### config.mk
export PLATFORM = sky130hd
export DESIGN_NAME = calc_sequencer
export DESIGN_NICKNAME = d
export VERILOG_FILES = /design/src/rtl/calc_sequencer.sv
export SDC_FILE = /design/constraint.sdc
export NUM_CORES = 1
export LEC_CHECK = 0
export CAP_MARGIN = 20
export CORE_MARGIN = 4
export CORE_UTILIZATION = 40
export CTS_CLUSTER_DIAMETER = 50
export DETAILED_ROUTE_END_ITERATION = 10
export DONT_BUFFER_PORTS = 1
export PLACE_DENSITY_LB_ADDON = 0.05
export SLEW_MARGIN = 5
export SYNTH_ARGS = -nofsm -noshare
export SYNTH_HDL_FRONTEND = slang
export SYNTH_SLANG_ARGS = --single-unit
### constraint.sdc
create_clock -name clk -period 5.9 [get_ports clk]
set_input_delay 1.475 -clock clk [delete_from_list [all_inputs] [get_ports clk]]
set_output_delay 1.475 -clock clk [all_outputs]
set_load 0.005 [all_outputs]
### src/rtl/calc_sequencer.sv
// Calculator control stage: button sync/edge-detect, state sequencing,
// and saturated add/sub/mul/div on the captured operands.
module calc_sequencer #(
  parameter int DIV_STEPS = 6
) (
  input  logic       clk,
  input  logic       reset,
  input  logic       confirm_btn,
  input  logic [1:0] op_select,
  input  logic [5:0] operand1,
  input  logic [5:0] operand2,
  output logic [2:0] state,
  output logic       confirm,
  output logic [5:0] result,
  output logic       result_valid,
  output logic       overflow,
  output logic       div_by_zero,
  output logic       busy
);

  localparam int W  = DIV_STEPS;
  localparam int CW = $clog2(DIV_STEPS + 1);
  localparam logic [1:0] OP_DIV = 2'b11;

  localparam logic signed [2*W-1:0] MAXV = (2*W)'(2**(W-1) - 1);
  localparam logic signed [2*W-1:0] MINV = -(2*W)'(2**(W-1));

  typedef enum logic [2:0] {
    S_IDLE    = 3'b000,
    S_ENTER1  = 3'b001,
    S_LATCH1  = 3'b010,
    S_ENTER2  = 3'b011,
    S_LATCH2  = 3'b100,
    S_SELECT  = 3'b101,
    S_COMPUTE = 3'b110,
    S_RESULT  = 3'b111
  } state_t;

  state_t r_state, w_next;

  logic r_sync1, r_sync2, r_prev;
  logic w_press;

  logic [1:0]    r_op;
  logic [W-1:0]  r_a, r_b;
  logic [W-1:0]  r_rem, r_quo, r_dvs;
  logic          r_neg;
  logic [CW-1:0] r_cnt;

  logic          w_capture, w_bzero, w_done, w_step;
  logic [W:0]    w_shift, w_diff;
  logic          w_fits;
  logic [W-1:0]  w_mag_a, w_mag_b;

  logic signed [2*W-1:0] w_sa, w_sb, w_q, w_wide;
  logic                  w_ovf;
  logic [W-1:0]          w_sat;

  assign w_press = r_sync2 & ~r_prev;

  always_ff @(posedge clk) begin
    if (reset) begin
      r_sync1 <= 1'b0;
      r_sync2 <= 1'b0;
      r_prev  <= 1'b0;
    end else begin
      r_sync1 <= confirm_btn;
      r_sync2 <= r_sync1;
      r_prev  <= r_sync2;
    end
  end

  always_ff @(posedge clk) begin
    if (reset) r_state <= S_IDLE;
    else       r_state <= w_next;
  end

  always_comb begin
    w_next = r_state;
    unique case (r_state)
      S_IDLE:    if (w_press) w_next = S_ENTER1;
      S_ENTER1:  if (w_press) w_next = S_LATCH1;
      S_LATCH1:  w_next = S_ENTER2;
      S_ENTER2:  if (w_press) w_next = S_LATCH2;
      S_LATCH2:  w_next = S_SELECT;
      S_SELECT:  if (w_press) w_next = S_COMPUTE;
      S_COMPUTE: if (w_done)  w_next = S_RESULT;
      S_RESULT:  if (w_press) w_next = S_ENTER1;
      default:   w_next = S_IDLE;
    endcase
  end

  always_comb begin
    confirm      = (r_state == S_LATCH1) | (r_state == S_LATCH2);
    busy         = (r_state == S_COMPUTE);
    result_valid = (r_state == S_RESULT);
  end

  assign state = r_state;

  assign w_capture = (r_state == S_SELECT) & w_press;
  assign w_bzero   = (r_b == '0);
  assign w_done    = busy & ((r_op != OP_DIV) | w_bzero |
                             (r_cnt == CW'(W)));
  assign w_step    = busy & (r_cnt != CW'(W));

  assign w_mag_a = operand1[W-1] ? -operand1 : operand1;
  assign w_mag_b = operand2[W-1] ? -operand2 : operand2;

  // Restoring step: remainder stays below divisor, so W bits suffice.
  assign w_shift = {r_rem, r_quo[W-1]};
  assign w_diff  = w_shift - {1'b0, r_dvs};
  assign w_fits  = (w_shift >= {1'b0, r_dvs});

  always_ff @(posedge clk) begin
    if (reset) begin
      r_op  <= '0;
      r_a   <= '0;
      r_b   <= '0;
      r_rem <= '0;
      r_quo <= '0;
      r_dvs <= '0;
      r_neg <= 1'b0;
      r_cnt <= '0;
    end else if (w_capture) begin
      r_op  <= op_select;
      r_a   <= operand1;
      r_b   <= operand2;
      r_rem <= '0;
      r_quo <= w_mag_a;
      r_dvs <= w_mag_b;
      r_neg <= operand1[W-1] ^ operand2[W-1];
      r_cnt <= '0;
    end else if (w_step) begin
      r_rem <= W'(w_fits ? w_diff : w_shift);
      r_quo <= {r_quo[W-2:0], w_fits};
      r_cnt <= r_cnt + 1'b1;
    end
  end

  assign w_sa = {{W{r_a[W-1]}}, r_a};
  assign w_sb = {{W{r_b[W-1]}}, r_b};
  assign w_q  = {{W{1'b0}}, r_quo};

  always_comb begin
    w_wide = '0;
    unique case (r_op)
      2'b00:   w_wide = w_sa + w_sb;
      2'b01:   w_wide = w_sa - w_sb;
      2'b10:   w_wide = w_sa * w_sb;
      default: w_wide = r_neg ? -w_q : w_q;
    endcase
  end

  assign w_ovf = (w_wide > MAXV) | (w_wide < MINV);
  assign w_sat = !w_ovf       ? w_wide[W-1:0] :
                 w_wide[2*W-1] ? {1'b1, {(W-1){1'b0}}} :
                                 {1'b0, {(W-1){1'b1}}};

  always_ff @(posedge clk) begin
    if (reset) begin
      result      <= '0;
      overflow    <= 1'b0;
      div_by_zero <= 1'b0;
    end else if (w_done) begin
      if ((r_op == OP_DIV) && w_bzero) begin
        result      <= '0;
        overflow    <= 1'b0;
        div_by_zero <= 1'b1;
      end else begin
        result      <= w_sat;
        overflow    <= w_ovf;
        div_by_zero <= 1'b0;
      end
    end
  end

endmodule

==> run_results.csv <==
group,metric,value,unit
global_routing,grt_usage,0.179,
clock_network,cts_setup_buffers,0,
setup_path,worst-path-buf-inv,3,
die,die_w,114,microns
power,pwr-share-seq,0.610,
clock_network,clk-insertion-delay-late,0.31,ns
hold_path,hold_end,"r_dvs[5]",
logic_synthesis,synth_top_area_share,0.219,
logic_synthesis,synth.avg_cell_area,8.14,sq um
setup_path,cpLargestDelayFamily,"adder cells",
clock_network,cts_inserted_buffers,5,
setup_path,worstPathCellList,"inv_1 > nor2_1 > fa_1 > inv_1 > fa_1 > fa_1 > inv_1 > ha_1 > ha_1 > and3_1 > a221oi_2 > xnor2_1 > o311a_1 > or4_4 > o21ai_4 > a2111oi_1 > a31o_1",
global_routing,grt-ovfl-total,0,
setup_path,crit_path_start_kind,"flop",
detailed_routing,drt_wl_total,11000,microns
global_routing,grt_pass1_wl,18300,microns
setup_path,cpMaxStageDelayCell,"fa_1",
logic_synthesis,yosys-top-cells-area,"dfxtp_1, fa_1, ha_1",
job,maxCapViolations,0,
detailed_routing,ant_nets,0,
sta,min_period,5.40,ns
sta,rsz0062_at_grt,"false",
detailed_routing,dr.first_iter.drc_count,192,
detailed_routing,vias,3641,
logic_synthesis,yosysUniqueCellTypes,56,
clock_network,cts.clk_slew.worst_paths,0.09,ns
logic_synthesis,muxShareOfSynthArea,0.0312,
power,powerDensity,116,nW/um^2
setup_path,cp-end-kind,"flop",
setup_path,reg2reg_to,"overflow",
clock_network,htree_num_levels,2,
sta,slew_viol_final,0,
setup_path,crit_required,6.11,ns
power,power.leakage,1.98,nW
final_layout,num-nets-final,631,
detailed_routing,wire_per_inst,16.2,microns
setup_path,r2r_setup_slack,0.50,ns
power,switchingPower,0.000124,W
sta,fin_crit_sh,0.915,
power,intPower,0.000423,W
logic_synthesis,synth_top_family_by_area,"adder cells",
logic_synthesis,synth-seq-area-share,0.219,
power,total_power,0.000546,W
logic_synthesis,synth_fa_ha_area_frac,0.255,
final_layout,syn2layout_area_growth,4.85,%
die,initial_core_util,0.412,
setup_path,path_max_fanout,7,
clock_network,cts_tree,"built",
logic_synthesis,synth-simple-area-share,0.197,
place,numPortBuffers,0,
global_routing,grt_max_degree,43,
hold_path,hp-class,"flop to flop",
clock_network,hold_buffers,0,
final_layout,layout.cells.most_common_list,"nand2_1, inv_1, nor2_1",
final_layout,drive_gt1_frac,0.0444,
sta,relSlewSlack,0.424,
setup_path,crit_cells,17,
hold_path,min_path_cells,2,
detailed_routing,viasPerCell,5.35,
setup_path,r2r-start,"r_a[5]",
die,die_y,114,microns
global_routing,grt_pass1_vias,3544,
clock_network,cts_sinks,49,
clock_network,cts-root-buf,"clkbuf_8",
logic_synthesis,yosys_most_used_dff,"dfxtp_1",
die,io_pins,31,
die,die-area,13000,sq um
logic_synthesis,yosysWarnings,0,
logic_synthesis,ys_ff_latch,49,
logic_synthesis,synth_xor_xnor_area_share,0.0644,
die,coreArea,10900,sq um
logic_synthesis,syn_inst,551,
final_layout,mostFrequentLayoutCell,"nand2_1",
setup_path,critPathKind,"flop to flop",
hold_path,min-delay-start,"r_dvs[5]",
logic_synthesis,async_flop_share,0,
setup_path,cp_data_arrival_time,5.61,ns
sta,tightestPinTransition,0.856,ns
die,rows,38,
place,hpwl,8870,microns
logic_synthesis,syn_nets,642,
setup_path,worstRegToRegCells,17,
detailed_routing,drc,0,
sta,max_freq,0.185,GHz
logic_synthesis,synth_compound_area_frac,0.166,
power,netSwitchingFraction,0.226,
power,p_clk_frac,0.360,
clock_network,cts_resized,0,
detailed_routing,dr.pass1.iters,4,
logic_synthesis,synth_top_cell_by_area,"dfxtp_1",
sta,clock_skew,0.0152,ns
power,combPwrFrac,0.030,
sta,setup_tns,0,ns
logic_synthesis,synth_edf_count,0,
sta,setup_viol,0,
power,vdd_drop_max,0.0000824,V
run_status,outcome,"finished, final reports clean",
global_routing,antenna_found_initial,0,
setup_path,cpPeakStageDelay,0.55,ns
sta,hold_violations,0,
clock_network,cts_max_path_buffers,2,
place,gp_congestion,0.871,
logic_synthesis,syn_area,4490,sq um
final_layout,n_antenna_cell,0,
==> power groups by stage <==
stage	clock [W]	combinational, W	sequential (W)
2_1_floorplan	0	0.0000194	0.000340
3_3_place_gp	0	0.0000161	0.000341
3_5_place_dp	0	0.0000162	0.000341
4_1_cts	0.000211	0.0000165	0.000333
5_1_grt	0.000226	0.0000182	0.000334
6_report	0.000197	0.0000163	0.000333
==> synth_stat cells, types with 8 or more instances <==
cell type and count:
fa_1 29, dfxtp_1 49, nand2_1 73, a211oi_1 12, a221oi_1 9, nand3_1 9, xnor2_1 24, clkbuf_1 23
and2_1 10, xor2_1 9, nor2b_1 9, nor2_1 54, ha_1 45, o21ai_0 18, a21oi_1 39, a21o_1 8
inv_1 57
==> worst max-delay path by stage <==
stage | end | start | slack, ns
after floorplan | overflow | r_b[1] | 0.78
after global placement | overflow | r_a[5] | 0.58
after detailed placement | overflow | r_a[5] | 0.49
after CTS | overflow | r_a[5] | 0.47
after global routing | overflow | r_a[5] | 0.09
final | overflow | r_a[5] | 0.50
==> tightest hold or removal path: stages (launching register included) <==
cell     delay (ns)
dfxtp_1        0.32
nand2_1        0.05
a21oi_1        0.05
==> per-stage QoR <==
step | hold slack (ns) | util | setup slack (ns) | instance area, sq um | cells
2_1_floorplan | 0.414 | - | 0.777 | 4490 | 551
3_3_place_gp | 0.418 | 0.424 | 0.583 | 4620 | 673
3_5_place_dp | 0.448 | 0.424 | 0.491 | 4620 | 673
4_1_cts | 0.465 | 0.432 | 0.473 | 4700 | 681
5_1_grt | 0.487 | 0.432 | 0.0940 | 4700 | 681
6_report | 0.457 | 0.432 | 0.499 | 4700 | 681
==> cells by family (layout without fill, tap and decap cells) <==
logic type / count (synthesis) / in the layout
AND/OR/NAND/NOR: 191 / 191
AO/OA/AOI/OAI: 113 / 113
buffers and inverters: 81 / 71
adder cells (fa/ha/maj): 74 / 74
flip-flops: 49 / 49
XOR/XNOR: 33 / 33
multiplexers: 10 / 10
==> flip-flops by register name, indices dropped and copies added, names as in the netlist, 3 cells and up <==
signal,cells
r_rem,6
result,6
state,3
r_b,6
r_cnt,3
r_a,6
r_quo,6
r_dvs,5
==> final cells by class <==
cell class	instances	area [sq um]
sequential	49	981
inverter	57	214
multi-input combinational	421	3210
tap	140	175
clock inverter	2	10.0
clock buffer	6	72.6
fill	1147	6180
timing repair buffer	6	45.0
==> metal layers <==
layer  vias to the layer above  part of all wire  track usage
met5                         -                 0            0
met4                         0             0.025       0.0649
met3                        17             0.038       0.0244
met2                        66              0.44        0.279
met1                      1712              0.49        0.253
li1                       1846                 -            -
Note: power is estimated with default switching activity, not from simulation.
